==> src/rtl/count_pwm_sampler.sv <==
// ---------------------------------------------------------------------------
// count_pwm_sampler
//   Consumer of a free-running 3-bit ripple counter that runs on its own,
//   slower clock. The raw count is brought into the clk domain through a
//   2-flop synchronizer. A value is accepted only after it has been seen
//   unchanged on the synchronizer output for STABLE consecutive cycles, so
//   short ripple transients never propagate. Accepted values are checked
//   against the expected count sequence: a wrap (max -> 0), a restart
//   (anything else -> 0) and a skip (non-successor nonzero value) each raise
//   a one-cycle flag. The filtered count also drives a PWM comparator whose
//   duty value is double-buffered and only switched at a period boundary
//   (wrap or restart).
//
// Ports
//   clk         in   1       sampling clock (much faster than the counter)
//   res         in   1       asynchronous active-high reset
//   cnt_in      in   W       raw ripple-counter value, asynchronous to clk
//   duty        in   W       requested duty in counts (0 = always low)
//   duty_load   in   1       strobe: capture duty into the shadow register
//   cnt_q       out  W       filtered, accepted count
//   cnt_valid   out  1       high once the first value has been accepted
//   pwm_out     out  1       cnt_valid && (cnt_q < active duty)
//   wrap_pulse  out  1       pulse on accepted transition max -> 0
//   restart     out  1       pulse on accepted transition to 0 from non-max
//   err_skip    out  1       pulse on accepted nonzero non-successor value
//   wrap_cnt    out  WRAP_W  number of wrap pulses, modulo 2^WRAP_W
// ---------------------------------------------------------------------------
module count_pwm_sampler #(
  parameter int W      = 3,
  parameter int STABLE = 2,
  parameter int WRAP_W = 8
) (
  input  logic              clk,
  input  logic              res,
  input  logic [W-1:0]      cnt_in,
  input  logic [W-1:0]      duty,
  input  logic              duty_load,
  output logic [W-1:0]      cnt_q,
  output logic              cnt_valid,
  output logic              pwm_out,
  output logic              wrap_pulse,
  output logic              restart,
  output logic              err_skip,
  output logic [WRAP_W-1:0] wrap_cnt
);

  localparam int            SW       = $clog2(STABLE + 1);
  localparam logic [SW-1:0] STAB_MAX = SW'(STABLE);
  localparam logic [W-1:0]  CNT_MAX  = '1;

  typedef enum logic {INIT, TRACK} state_t;

  state_t        state_reg;
  logic [W-1:0]  s1_reg, s2_reg;
  logic [SW-1:0] stab_reg, stab_next;
  logic [W-1:0]  duty_shd_reg, duty_shd_next;
  logic [W-1:0]  duty_act_reg, duty_act_next;
  logic [W-1:0]  cnt_q_next;
  logic [W-1:0]  succ;
  logic          valid_next;
  logic          pwm_next;
  logic          accept;
  logic          is_wrap, is_restart, is_skip;

  always_comb begin
    // stab is the number of consecutive cycles s2 has held its current
    // value. s1 is the value s2 is about to take, so a mismatch between the
    // two means s2 changes on this edge and the run restarts at 1.
    stab_next = '0;
    if (s1_reg != s2_reg)
      stab_next = SW'(1);
    else if (stab_reg == STAB_MAX)
      stab_next = STAB_MAX;
    else
      stab_next = stab_reg + 1'b1;

    // In INIT the first stable value is taken even if it equals the reset
    // value of cnt_q; afterwards only real changes are accepted.
    accept = (stab_reg == STAB_MAX) &&
             ((s2_reg != cnt_q) || (state_reg == INIT));

    succ       = cnt_q + 1'b1;
    is_wrap    = 1'b0;
    is_restart = 1'b0;
    is_skip    = 1'b0;
    if (accept && (state_reg == TRACK)) begin
      if (s2_reg == '0) begin
        is_wrap    = (cnt_q == CNT_MAX);
        is_restart = (cnt_q != CNT_MAX);
      end else begin
        is_skip    = (s2_reg != succ);
      end
    end

    cnt_q_next = accept ? s2_reg : cnt_q;
    valid_next = cnt_valid | accept;

    // A load coinciding with a period boundary goes straight through to the
    // active duty, because the boundary copies the already-updated shadow.
    duty_shd_next = duty_load ? duty : duty_shd_reg;
    duty_act_next = (is_wrap || is_restart) ? duty_shd_next : duty_act_reg;

    // Computed from next-state values so pwm_out lines up with cnt_q.
    pwm_next = valid_next && (cnt_q_next < duty_act_next);
  end

  always_ff @(posedge clk or posedge res) begin
    if (res) begin
      state_reg    <= INIT;
      s1_reg       <= '0;
      s2_reg       <= '0;
      stab_reg     <= '0;
      duty_shd_reg <= '0;
      duty_act_reg <= '0;
      cnt_q        <= '0;
      cnt_valid    <= 1'b0;
      pwm_out      <= 1'b0;
      wrap_pulse   <= 1'b0;
      restart      <= 1'b0;
      err_skip     <= 1'b0;
      wrap_cnt     <= '0;
    end else begin
      s1_reg       <= cnt_in;
      s2_reg       <= s1_reg;
      stab_reg     <= stab_next;
      duty_shd_reg <= duty_shd_next;
      duty_act_reg <= duty_act_next;
      cnt_q        <= cnt_q_next;
      cnt_valid    <= valid_next;
      pwm_out      <= pwm_next;
      wrap_pulse   <= is_wrap;
      restart      <= is_restart;
      err_skip     <= is_skip;
      if (is_wrap)
        wrap_cnt <= wrap_cnt + 1'b1;
      if (accept)
        state_reg <= TRACK;
    end
  end

endmodule

==> config.mk <==
export PLATFORM = sky130hd
export DESIGN_NAME = count_pwm_sampler
export DESIGN_NICKNAME = d
export VERILOG_FILES = /design/src/rtl/count_pwm_sampler.sv
export SDC_FILE = /design/constraint.sdc
export NUM_CORES = 1
export LEC_CHECK = 0
export ABC_AREA = 1
export BUFFER_PORTS_ARGS = -buffer_cell sky130_fd_sc_hd__buf_4
export CELL_PAD_IN_SITES_DETAIL_PLACEMENT = 1
export CELL_PAD_IN_SITES_GLOBAL_PLACEMENT = 1
export CORE_ASPECT_RATIO = 0.5
export CORE_UTILIZATION = 41
export CTS_CLUSTER_SIZE = 24
export DETAILED_ROUTE_END_ITERATION = 7
export HOLD_SLACK_MARGIN = 0.12
export PLACE_DENSITY_LB_ADDON = 0.1
export SYNTH_ARGS = -nofsm -noshare
export SYNTH_HDL_FRONTEND = slang
export SYNTH_SLANG_ARGS = --single-unit
export TNS_END_PERCENT = 1
==> constraint.sdc <==
create_clock -name clk -period 4.45 [get_ports clk]
set_input_delay 0 -clock clk [delete_from_list [all_inputs] [get_ports clk]]
set_output_delay 0 -clock clk [all_outputs]
set_load 0.005 [all_outputs]
==> results of run 1 <==
## layout by cell type (no fill, tap or decap), types with 5 or more instances in the layout
cell type / n
o21ai_0: 8
nand3_1: 5
dlygate4sd3_1: 7
xnor2_1: 5
nand2_1: 36
xor2_1: 5
nor2_1: 5
clkbuf_8: 6
inv_1: 28
dfrtp_1: 31
buf_4: 25
ha_1: 7
## cells by family (layout without fill, tap and decap cells)
family                   Yosys count  after routing  synth area share (%)
buffers and inverters             32             70                  8.42
adder cells (fa/ha/maj)            7              7                  5.78
AND/OR/NAND/NOR                   63             63                  21.8
XOR/XNOR                          11             11                  6.85
flip-flops                        31             31                  51.2
AO/OA/AOI/OAI                     15             15                  5.95
## power by group
group	leakage, nW	internal [W]	total (W)	switching (W)
combinational	0.602	0.0000856	0.000184	0.0000981
clock	0.0470	0.000121	0.000221	0.000100
sequential	0.398	0.000313	0.000345	0.0000328
## Yosys cell counts, types with 2 or more instances
master   count
nor2_1       5
nor2_2       2
nor3_2       2
nor4_1       2
inv_2        3
nand2_2      2
xor2_1       5
dfrtp_1     31
nand2_4      2
inv_1       28
o21ai_2      2
or2_2        2
o21ai_0      8
a21oi_1      2
nand2_1     36
ha_1         7
nand3_1      5
xnor2_1      5
## layout make-up
cell class | count | area [um^2] | share of cell area (%)
sequential | 31 | 776 | 40.5
inverter | 31 | 116 | 6.08
clock buffer | 6 | 82.6 | 4.32
timing repair buffer | 32 | 258 | 13.5
tap | 51 | 63.8 | 3.34
multi-input combinational | 96 | 612 | 32.0
clock inverter | 1 | 5.00 | 0.262
## metrics by stage
stage,instance area (um^2),utilization [%],instances
floorplan,1520,-,159
global placement,1760,50.3,234
detailed placement,1760,50.3,234
CTS,1910,54.8,248
global route,1910,54.8,248
finish,1910,54.8,248
## how the worst max path moves through the flow
stage	start	end	slack (ps)	cells past startpoint
floorplan	s2_reg[0]	pwm_out	2660	9
global placement	s2_reg[2]	pwm_out	2540	9
detailed placement	s2_reg[0]	pwm_out	2420	9
CTS	s2_reg[0]	pwm_out	2410	9
global route	s2_reg[0]	pwm_out	2220	9
finish	s2_reg[0]	pwm_out	2420	9
## per-layer routing
metal / GRT usage, % / wire (um) / vias up
met5: 0 / 0 / -
li1: - / - / 567
met1: 22.0 / 1470 / 533
met2: 29.1 / 1270 / 23
met3: 6.03 / 130 / 7
met4: 7.87 / 61 / 0
## critical path: cells and delay by family, from the launching register on
family / cells / cell delay [ps]
flops: 1 / 450
fa+ha+maj: 1 / 270
compound gates: 3 / 330
simple gates: 4 / 760
buf+inv: 1 / 150
==> reports/results.tsv, run 1 <==
stage	metric	value	unit
layout	max reg flops	8	
setup_path	r2r worst-path depth	9	
sta	WHS	114	ps
logic_synthesis	synth unique cells	28	
layout	area grow syn2layout	26.3	%
sta	final setup vio count	0	
setup_path	crit path kind	flop to flop	
worst_hold_path	Min-Delay Endpoint	duty_shd_reg[0]	
clocking	Skew-Pair Late Insertion Delay	280	ps
setup_path	critical path peak fanout	7	
global_route	Overall Global Routing Usage	17.8	%
sta	Sum Neg Setup Slack	0	ps
clocking	CTS Buf Count	5	
layout	layout filler cell count	416	
place	routability congestion estimate	0.812	
status	outcome	complete, but fails checks	
logic_synthesis	Ys Warns	0	
route	Initial DRC Count	58	
setup_path	Slowest cell on crit path	dfrtp_1	
setup_path	Startpoint Class	flop	
layout	nets	213	
floorplan	die width	88.0	um
logic_synthesis	Yosys top cell by area	dfrtp_1	
sta	Max Clock Freq	493	MHz
sta	Worst Tran Pin Value	378	ps
clocking	post-CTS setup repair buffer count	0	
sta	Worst Setup Slack, final	2420	ps
clocking	CTS tree	built	
setup_path	CP Cell Sequence	nor3_2, nand4_4, inv_2, nand2_1, o21ai_2, ha_1, a21oi_1, nand2_1, a21oi_2	
place	Post-DP HPWL	2.23	mm
setup_path	Worst EP required	4670	ps
clocking	post-CTS resize count	0	
logic_synthesis	Post-Synthesis Cells	159	
clocking	Clock Pin Slew Worst Setup and Hold Paths	60	ps
logic_synthesis	synth top area cells	dfrtp_1 (51%), nand2_1 (8.9%), inv_1 (6.9%)	
clocking	hold-fix buffers at CTS	7	
floorplan	initial core utilization	43.4	%
global_route	vias in the first global route	1156	
setup_path	crit-path max cell delay	450	ps
sta	count of final hold-check violations	0	
route	DR DRC count	2	
sta	RSZ-0062 raised after global routing	false	
global_route	initial antenna violation count	0	
worst_hold_path	WHS Path Cells	5	
clocking	Root Buffer	clkbuf_8	
route	Wirelength per Cell	11.8	um
route	total routed wirelength	2.93	mm
power_and_ir_drop	Power Density	392	nW/um^2
power_and_ir_drop	VDD IR max	200	uV
route	1st-pass router iterations	7	
logic_synthesis	sequential fraction of the synthesis area	51.2	%
global_route	total grt overflow	0	
logic_synthesis	register bit total from synthesis	31	
place	Post-Place Setup Slack	2420	ps
logic_synthesis	Synth Cell Area	1520	um^2
worst_hold_path	Hold Path Class	primary input to flop	
sta	Clock Skews	3.47	ps
route	vias	1130	
sta	pins over their slew limit	0	
logic_synthesis	post-synth top area share	51.2	%
layout	Largest Register	wrap_cnt	
route	vias per inst	4.56	
setup_path	CP endpoint kind	flop	
logic_synthesis	Post-synth top flop	dfrtp_1	
sta	period utilisation layout	45.6	%
setup_path	most frequent CP cell	nand2_1	
clocking	clk buf depth	2	
floorplan	site row count	15	
sta	max_slew headroom	74.6	%
logic_synthesis	Post-synth EDFFs	0	
setup_path	FF-to-FF Start	s2_reg[0]	
global_route	largest net degree at the start of global routing	32	
status	failing checks	DRC	
setup_path	reg-to-reg setup timing slack	2420	ps
flow_run	MaxCap Viol Count	0	
layout	Ant. Diodes	0	
sta	Tmin final	2030	ps
floorplan	I/O Pins	25	
floorplan	core outline area	3490	um^2
floorplan	die area	3960	um^2
power_and_ir_drop	Pleak	1.05	nW
floorplan	die height	45.0	um
global_route	first-pass GRT wire length	5.00	mm
logic_synthesis	syn_nets	175	
layout	share of layout cells above drive strength 1	25.9	%
clocking	Num Clock Sinks	31	
route	DRT antenna net count	0	
clocking	H-tree Lvls	2	
setup_path	critical path data arrival time	2250	ps
logic_synthesis	mean post-synth cell area	9.53	um^2
setup_path	Reg-to-Reg End	pwm_out	
power_and_ir_drop	Tot Pwr	0.000750	W
worst_hold_path	hold path start	duty[0]	
logic_synthesis	Synth async-reset ratio	100	%
place	I/O Buffers	24	
Power figures use the tool's default switching activity.
==> inputs of run 2 (changes only) <==
Clock period 4.45 ns to 2 ns, I/O delays scaled along.
==> reports/results.tsv, run 2 (synthesis results as in run 1) <==
stage	metric	value	unit
setup_path	reg-to-reg setup timing slack	160	ps
layout	share of layout cells above drive strength 1	29.5	%
layout	area grow syn2layout	29.2	%
sta	pins over their slew limit	0	
layout	Largest Register	wrap_cnt	
place	placed inst area	1780	um^2
setup_path	CP endpoint kind	flop	
global_route	total grt overflow	0	
flow_run	MaxCap Viol Count	0	
layout	most frequent cells in the layout	nand2_1 (36), inv_1 (28), dfrtp_1 (28), buf_4 (28)	
place	Post-Place Setup Slack	44.7	ps
setup_path	CP Cell Sequence	inv_1, nand2_1, nand2_1, nor2_2, nand2_4, nand4_4, inv_4, o21ai_2, ha_4, a21oi_2, nand2_1, a21oi_2	
route	DR DRC count	0	
power_and_ir_drop	Gate power share	27.0	%
power_and_ir_drop	Tot Pwr	0.00172	W
layout	Final Core Density	56.1	%
setup_path	Critical Path Stages	12	
layout	max reg flops	8	
route	1st-pass router iterations	4	
layout	Final Instance Area	1960	um^2
sta	Clock Skews	5.67	ps
floorplan	I/O Pins	25	
sta	final setup vio count	0	
floorplan	core outline area	3490	um^2
worst_hold_path	Hold Path Class	primary input to flop	
power_and_ir_drop	Sw Share	31.0	%
setup_path	crit-path max cell delay	440	ps
setup_path	Startpoint Class	flop	
route	Initial DRC Count	32	
layout	nets	216	
clocking	Num Clock Sinks	31	
sta	Worst Tran Pin Value	401	ps
place	I/O Buffers	24	
clocking	H-tree Lvls	2	
global_route	Overall Global Routing Usage	18.9	%
global_route	first-pass GRT wire length	5.26	mm
route	vias	1128	
route	vias per inst	4.49	
layout	most common cell after layout, fill and taps aside	nand2_1	
floorplan	site row count	15	
clocking	CTS tree	built	
sta	period utilisation layout	91.8	%
setup_path	crit path kind	flop to flop	
sta	count of final hold-check violations	0	
worst_hold_path	WHS Path Cells	5	
setup_path	Largest delay share family, worst path	simple AND/OR/NAND/NOR gates	
layout	Ant. Diodes	0	
sta	Tmin final	1840	ps
sta	Worst Setup Slack, final	164	ps
route	total routed wirelength	3.06	mm
power_and_ir_drop	net load switching power	0.000533	W
floorplan	die height	45.0	um
setup_path	critical path data arrival time	2050	ps
clocking	Skew-Pair Late Insertion Delay	280	ps
clocking	Root Buffer	clkbuf_8	
clocking	CTS Buf Count	5	
power_and_ir_drop	Pleak	1.06	nW
power_and_ir_drop	Clk pwr share	29.0	%
setup_path	critical path peak fanout	5	
global_route	largest net degree at the start of global routing	32	
status	outcome	finished, final reports clean	
clocking	Clock Pin Slew Worst Setup and Hold Paths	60	ps
power_and_ir_drop	Power Density	878	nW/um^2
power_and_ir_drop	VDD IR max	544	uV
setup_path	r2r worst-path depth	12	
global_route	initial antenna violation count	0	
sta	WHS	130	ps
setup_path	most frequent CP cell	nand2_1	
floorplan	die area	3960	um^2
setup_path	Slowest cell on crit path	dfrtp_1	
power_and_ir_drop	cell internal pwr	0.00119	W
setup_path	Worst EP required	2210	ps
floorplan	initial core utilization	43.4	%
clocking	clk buf depth	2	
power_and_ir_drop	sequential power share	44.0	%
global_route	vias in the first global route	1162	
sta	Max Clock Freq	545	MHz
setup_path	CP bufs+invs	2	
route	DRT antenna net count	0	
place	routability congestion estimate	0.869	
route	Wirelength per Cell	12.2	um
floorplan	die width	88.0	um
place	Post-DP HPWL	2.29	mm
sta	max_slew headroom	73.0	%
-- run 2: cell count changes in the layout (fill, tap and decap cells not counted), sizes merged --
cell,before,now
buf,25,28
-- run 2: routing by layer --
| metal | vias to the layer above | track usage [%] | share of wire, % |
|---|---|---|---|
| li1 | 567 | - | - |
| met3 | 5 | 6.76 | 4.6 |
| met1 | 533 | 24.0 | 48 |
| met2 | 23 | 30.7 | 46 |
| met4 | 0 | 5.90 | 1.1 |
| met5 | - | 0 | 0 |
-- run 2: layout make-up --
type / count / area [um^2]
fillers: 419 / 1530
flip-flops and latches: 31 / 779
multi-input cells: 96 / 628
repair buffers: 35 / 280
inverters: 31 / 119
clock buffers: 6 / 82.6
well taps: 51 / 63.8
clock inverters: 1 / 5.00
-- run 2: path summary, 6_finish.rpt --
path,from,end
setup / recovery,s2_reg[2],pwm_out
hold / removal,duty[0],duty_shd_reg[0]
setup reg to reg,s2_reg[2],pwm_out
hold reg to reg,s1_reg[2],s2_reg[2]
max in group asynchronous,res,s2_reg[0]
min in group asynchronous,res,stab_reg[1]
-- run 2: metrics by stage --
stage / setup TNS, ps / std cells
detailed placement: 0 / 237
CTS: 0 / 251
global route: -1.74 / 251
finish: 0 / 251
global placement: 0 / 237
floorplan: 0 / 159
-- run 2: power groups by stage --
stage                     Combinational, W  Sequential (W)  Clock, W
final                             0.000464        0.000757  0.000499
after global routing              0.000532        0.000771  0.000537
after CTS                         0.000451        0.000757  0.000511
after detailed placement          0.000438        0.000769         0
after global placement            0.000419        0.000763         0
after floorplan                   0.000262        0.000765         0
-- run 2: worst min-delay path, stage by stage --
cell and delay (ps):
buf_4 80, inv_1 30, nand2_1 40, o21ai_0 150, inv_1 80
-- run 2: repair_timing --
| item | in CTS | in global routing |
|---|---|---|
| hold endpoints to repair | 37 | 0 |
| hold buffers | 7 | 0 |
| setup buffers | 0 | 0 |
| resized for setup | 0 | 7 |
| setup endpoints to repair | 0 | 1 |
==> inputs of run 3 (changes only) <==
Settings changed: ABC_AREA 1 to not set.
==> reports/results.tsv, run 3 <==
stage	metric	value	unit
place	placed inst area	1850	um^2
layout	Storage cell area	779	um^2
layout	Final Instance Area	2070	um^2
route	vias	1078	
sta	Max Clock Freq	473	MHz
sta	Worst Setup Slack, final	-116	ps
worst_hold_path	Hold Path Class	primary input to flop	
floorplan	site row count	14	
layout	Final Core Density	64.9	%
place	I/O Buffers	24	
clocking	Clock Pin Slew Worst Setup and Hold Paths	60	ps
setup_path	CP Cell Sequence	xor2_4, o311ai_4, mux2i_1, ha_1, a21oi_2, nor3b_2, o2bb2ai_1	
floorplan	die width	86.2	um
route	vias per inst	4.90	
logic_synthesis	top cells by count, synth	dfrtp_1 (31), xor2_1 (12), ha_1 (7), inv_1 (7), mux2_2 (7)	
power_and_ir_drop	Power Density	917	nW/um^2
route	Initial DRC Count	39	
route	DRT antenna net count	0	
logic_synthesis	Ys Warns	0	
floorplan	die height	44.1	um
global_route	first-pass GRT wire length	5.57	mm
layout	layout filler cell count	334	
place	routability congestion estimate	0.712	
layout	Largest Register	wrap_cnt	
logic_synthesis	most common cell in the netlist	dfrtp_1	
sta	pins over their slew limit	0	
layout	max reg flops	8	
sta	Clock Skews	2.11	ps
status	outcome	complete, but fails checks	
layout	Multi-input gate area	681	um^2
route	Wirelength per Cell	15.8	um
setup_path	Slowest cell on crit path	dfrtp_2	
setup_path	Largest delay share family, worst path	compound AO/OA/AOI/OAI gates	
power_and_ir_drop	Pleak	1.03	nW
sta	RSZ-0062 raised after global routing	true	
layout	share of layout cells above drive strength 1	43.0	%
setup_path	crit path kind	flop to flop	
floorplan	die area	3800	um^2
logic_synthesis	Synth async-reset ratio	100	%
logic_synthesis	Post-Synthesis Cells	113	
sta	Tmin final	2120	ps
sta	count of final hold-check violations	0	
clocking	Skew-Pair Late Insertion Delay	280	ps
global_route	Overall Global Routing Usage	20.1	%
route	1st-pass router iterations	4	
logic_synthesis	post-synth top area share	53.4	%
clocking	H-tree Lvls	2	
clocking	Num Clock Sinks	31	
logic_synthesis	Synth Cell Area	1450	um^2
place	Post-DP HPWL	2.20	mm
clocking	CTS Buf Count	5	
floorplan	initial core utilization	45.6	%
status	failing checks	setup timing	
logic_synthesis	syn_nets	129	
power_and_ir_drop	Tot Pwr	0.00190	W
sta	Worst Tran Pin Value	410	ps
route	DR DRC count	0	
logic_synthesis	synth unique cells	33	
sta	final setup vio count	1	
logic_synthesis	Yosys top cell by area	dfrtp_1	
global_route	vias in the first global route	1147	
logic_synthesis	mean post-synth cell area	12.9	um^2
clocking	clk buf depth	2	
setup_path	Startpoint Class	flop	
logic_synthesis	Post-synth EDFFs	0	
global_route	total grt overflow	0	
sta	period utilisation layout	106	%
global_route	initial antenna violation count	0	
layout	area grow syn2layout	42.3	%
setup_path	critical path data arrival time	2320	ps
setup_path	critical path peak fanout	3	
setup_path	crit-path max cell delay	470	ps
floorplan	core outline area	3190	um^2
route	total routed wirelength	3.49	mm
setup_path	Worst EP required	2200	ps
logic_synthesis	register bit total from synthesis	31	
clocking	CTS tree	built	
clocking	Root Buffer	clkbuf_8	
layout	most common cell after layout, fill and taps aside	buf_4	
logic_synthesis	synth top area cells	dfrtp_1 (53%), xor2_1 (7.2%), ha_1 (6.0%)	
logic_synthesis	Post-synth top flop	dfrtp_1	
flow_run	MaxCap Viol Count	0	
power_and_ir_drop	VDD IR max	516	uV
logic_synthesis	sequential fraction of the synthesis area	53.4	%
floorplan	I/O Pins	25	
setup_path	CP bufs+invs	0	
layout	nets	187	
sta	max_slew headroom	72.6	%
setup_path	CP endpoint kind	flop	
layout	Ant. Diodes	0	
global_route	largest net degree at the start of global routing	32	
layout	most frequent cells in the layout	buf_4 (43), dfrtp_1 (28), xor2_1 (11)	
-- run 3: cell count changes after synthesis, sizes merged, moves of 2 or more --
cell    change
nor4        +2
nor2b       +2
nor2        -4
mux2        +8
inv        -24
xnor2       -5
o21ai       -9
xor2        +8
nand2      -35
nand2b      +2
o41ai       +2
mux2i       +2
-- run 3: area by class of cell --
type                       instances  share of cell area (%)
inverter                           7                    1.27
timing repair buffer              53                    20.4
multi-input combinational         73                    32.9
clock buffer                       8                    4.84
sequential                        31                    37.7
tap                               48                    2.90
-- run 3: power breakdown --
part / switching (W) / total, W / internal, W / leakage [nW]
combinational: 0.000279 / 0.000597 / 0.000318 / 0.585
sequential: 0.0000598 / 0.000755 / 0.000695 / 0.395
clock: 0.000231 / 0.000545 / 0.000314 / 0.0515
total: 0.000570 / 0.00190 / 0.00133 / 1.03
-- run 3: layer usage --
layer / GRT usage [%] / up-vias / part of all wire [%]
met2: 36.2 / 21 / 49
met4: 3.67 / 0 / 0.83
met1: 24.4 / 543 / 47
met5: 0 / - / 0
li1: - / 512 / -
met3: 6.72 / 2 / 3.4
-- run 3: path summary, 6_finish.rpt --
| check | start | end | slack, ps | cells after the start |
|---|---|---|---|---|
| setup reg to reg | s2_reg[1] | pwm_out | -120 | 7 |
| min in group asynchronous | res | wrap_pulse | 370 | 4 |
| max in group asynchronous | res | s2_reg[1] | 1300 | 4 |
| hold reg to reg | s1_reg[1] | s2_reg[1] | 400 | 0 |
| hold / removal | duty_load | duty_act_reg[1] | 190 | 4 |
| setup / recovery | s2_reg[1] | pwm_out | -120 | 7 |
-- run 3: tightest hold or removal path: stages --
cell	delay (ps)
buf_4	110
mux2_2	170
mux2i_1	90
inv_1	70
-- run 3: logic make-up (layout without fill, tap and decap cells) --
logic type,Yosys count,in the layout,synth area share (%)
xor+xnor,14,14,9.72
buf+inv,9,68,3.36
compound gates,12,12,8.09
mux,10,10,7.83
flops,31,31,53.4
simple gates,30,30,11.6
fa+ha+maj,7,7,6.02
-- run 3: what timing repair did --
action                                  in CTS  in global routing
hold buffers                                10                  0
hold endpoints to repair                    37                  0
pin swaps                                    1                  2
endpoints found under the setup margin       1                  1
buffers inserted                             1                  1
gates resized for setup                      4                  1
-- run 3: metrics by stage --
step                      std cells  hold WS [ps]  setup slack [ps]  TNS [ps]
after floorplan                 113          31.4             -24.1     -24.1
after global placement          200           110             -23.6     -23.6
after detailed placement        200           111             -87.1     -87.1
after CTS                       219           163             -46.4     -46.4
after global routing            220           200              -247      -247
final                           220           193              -116      -116
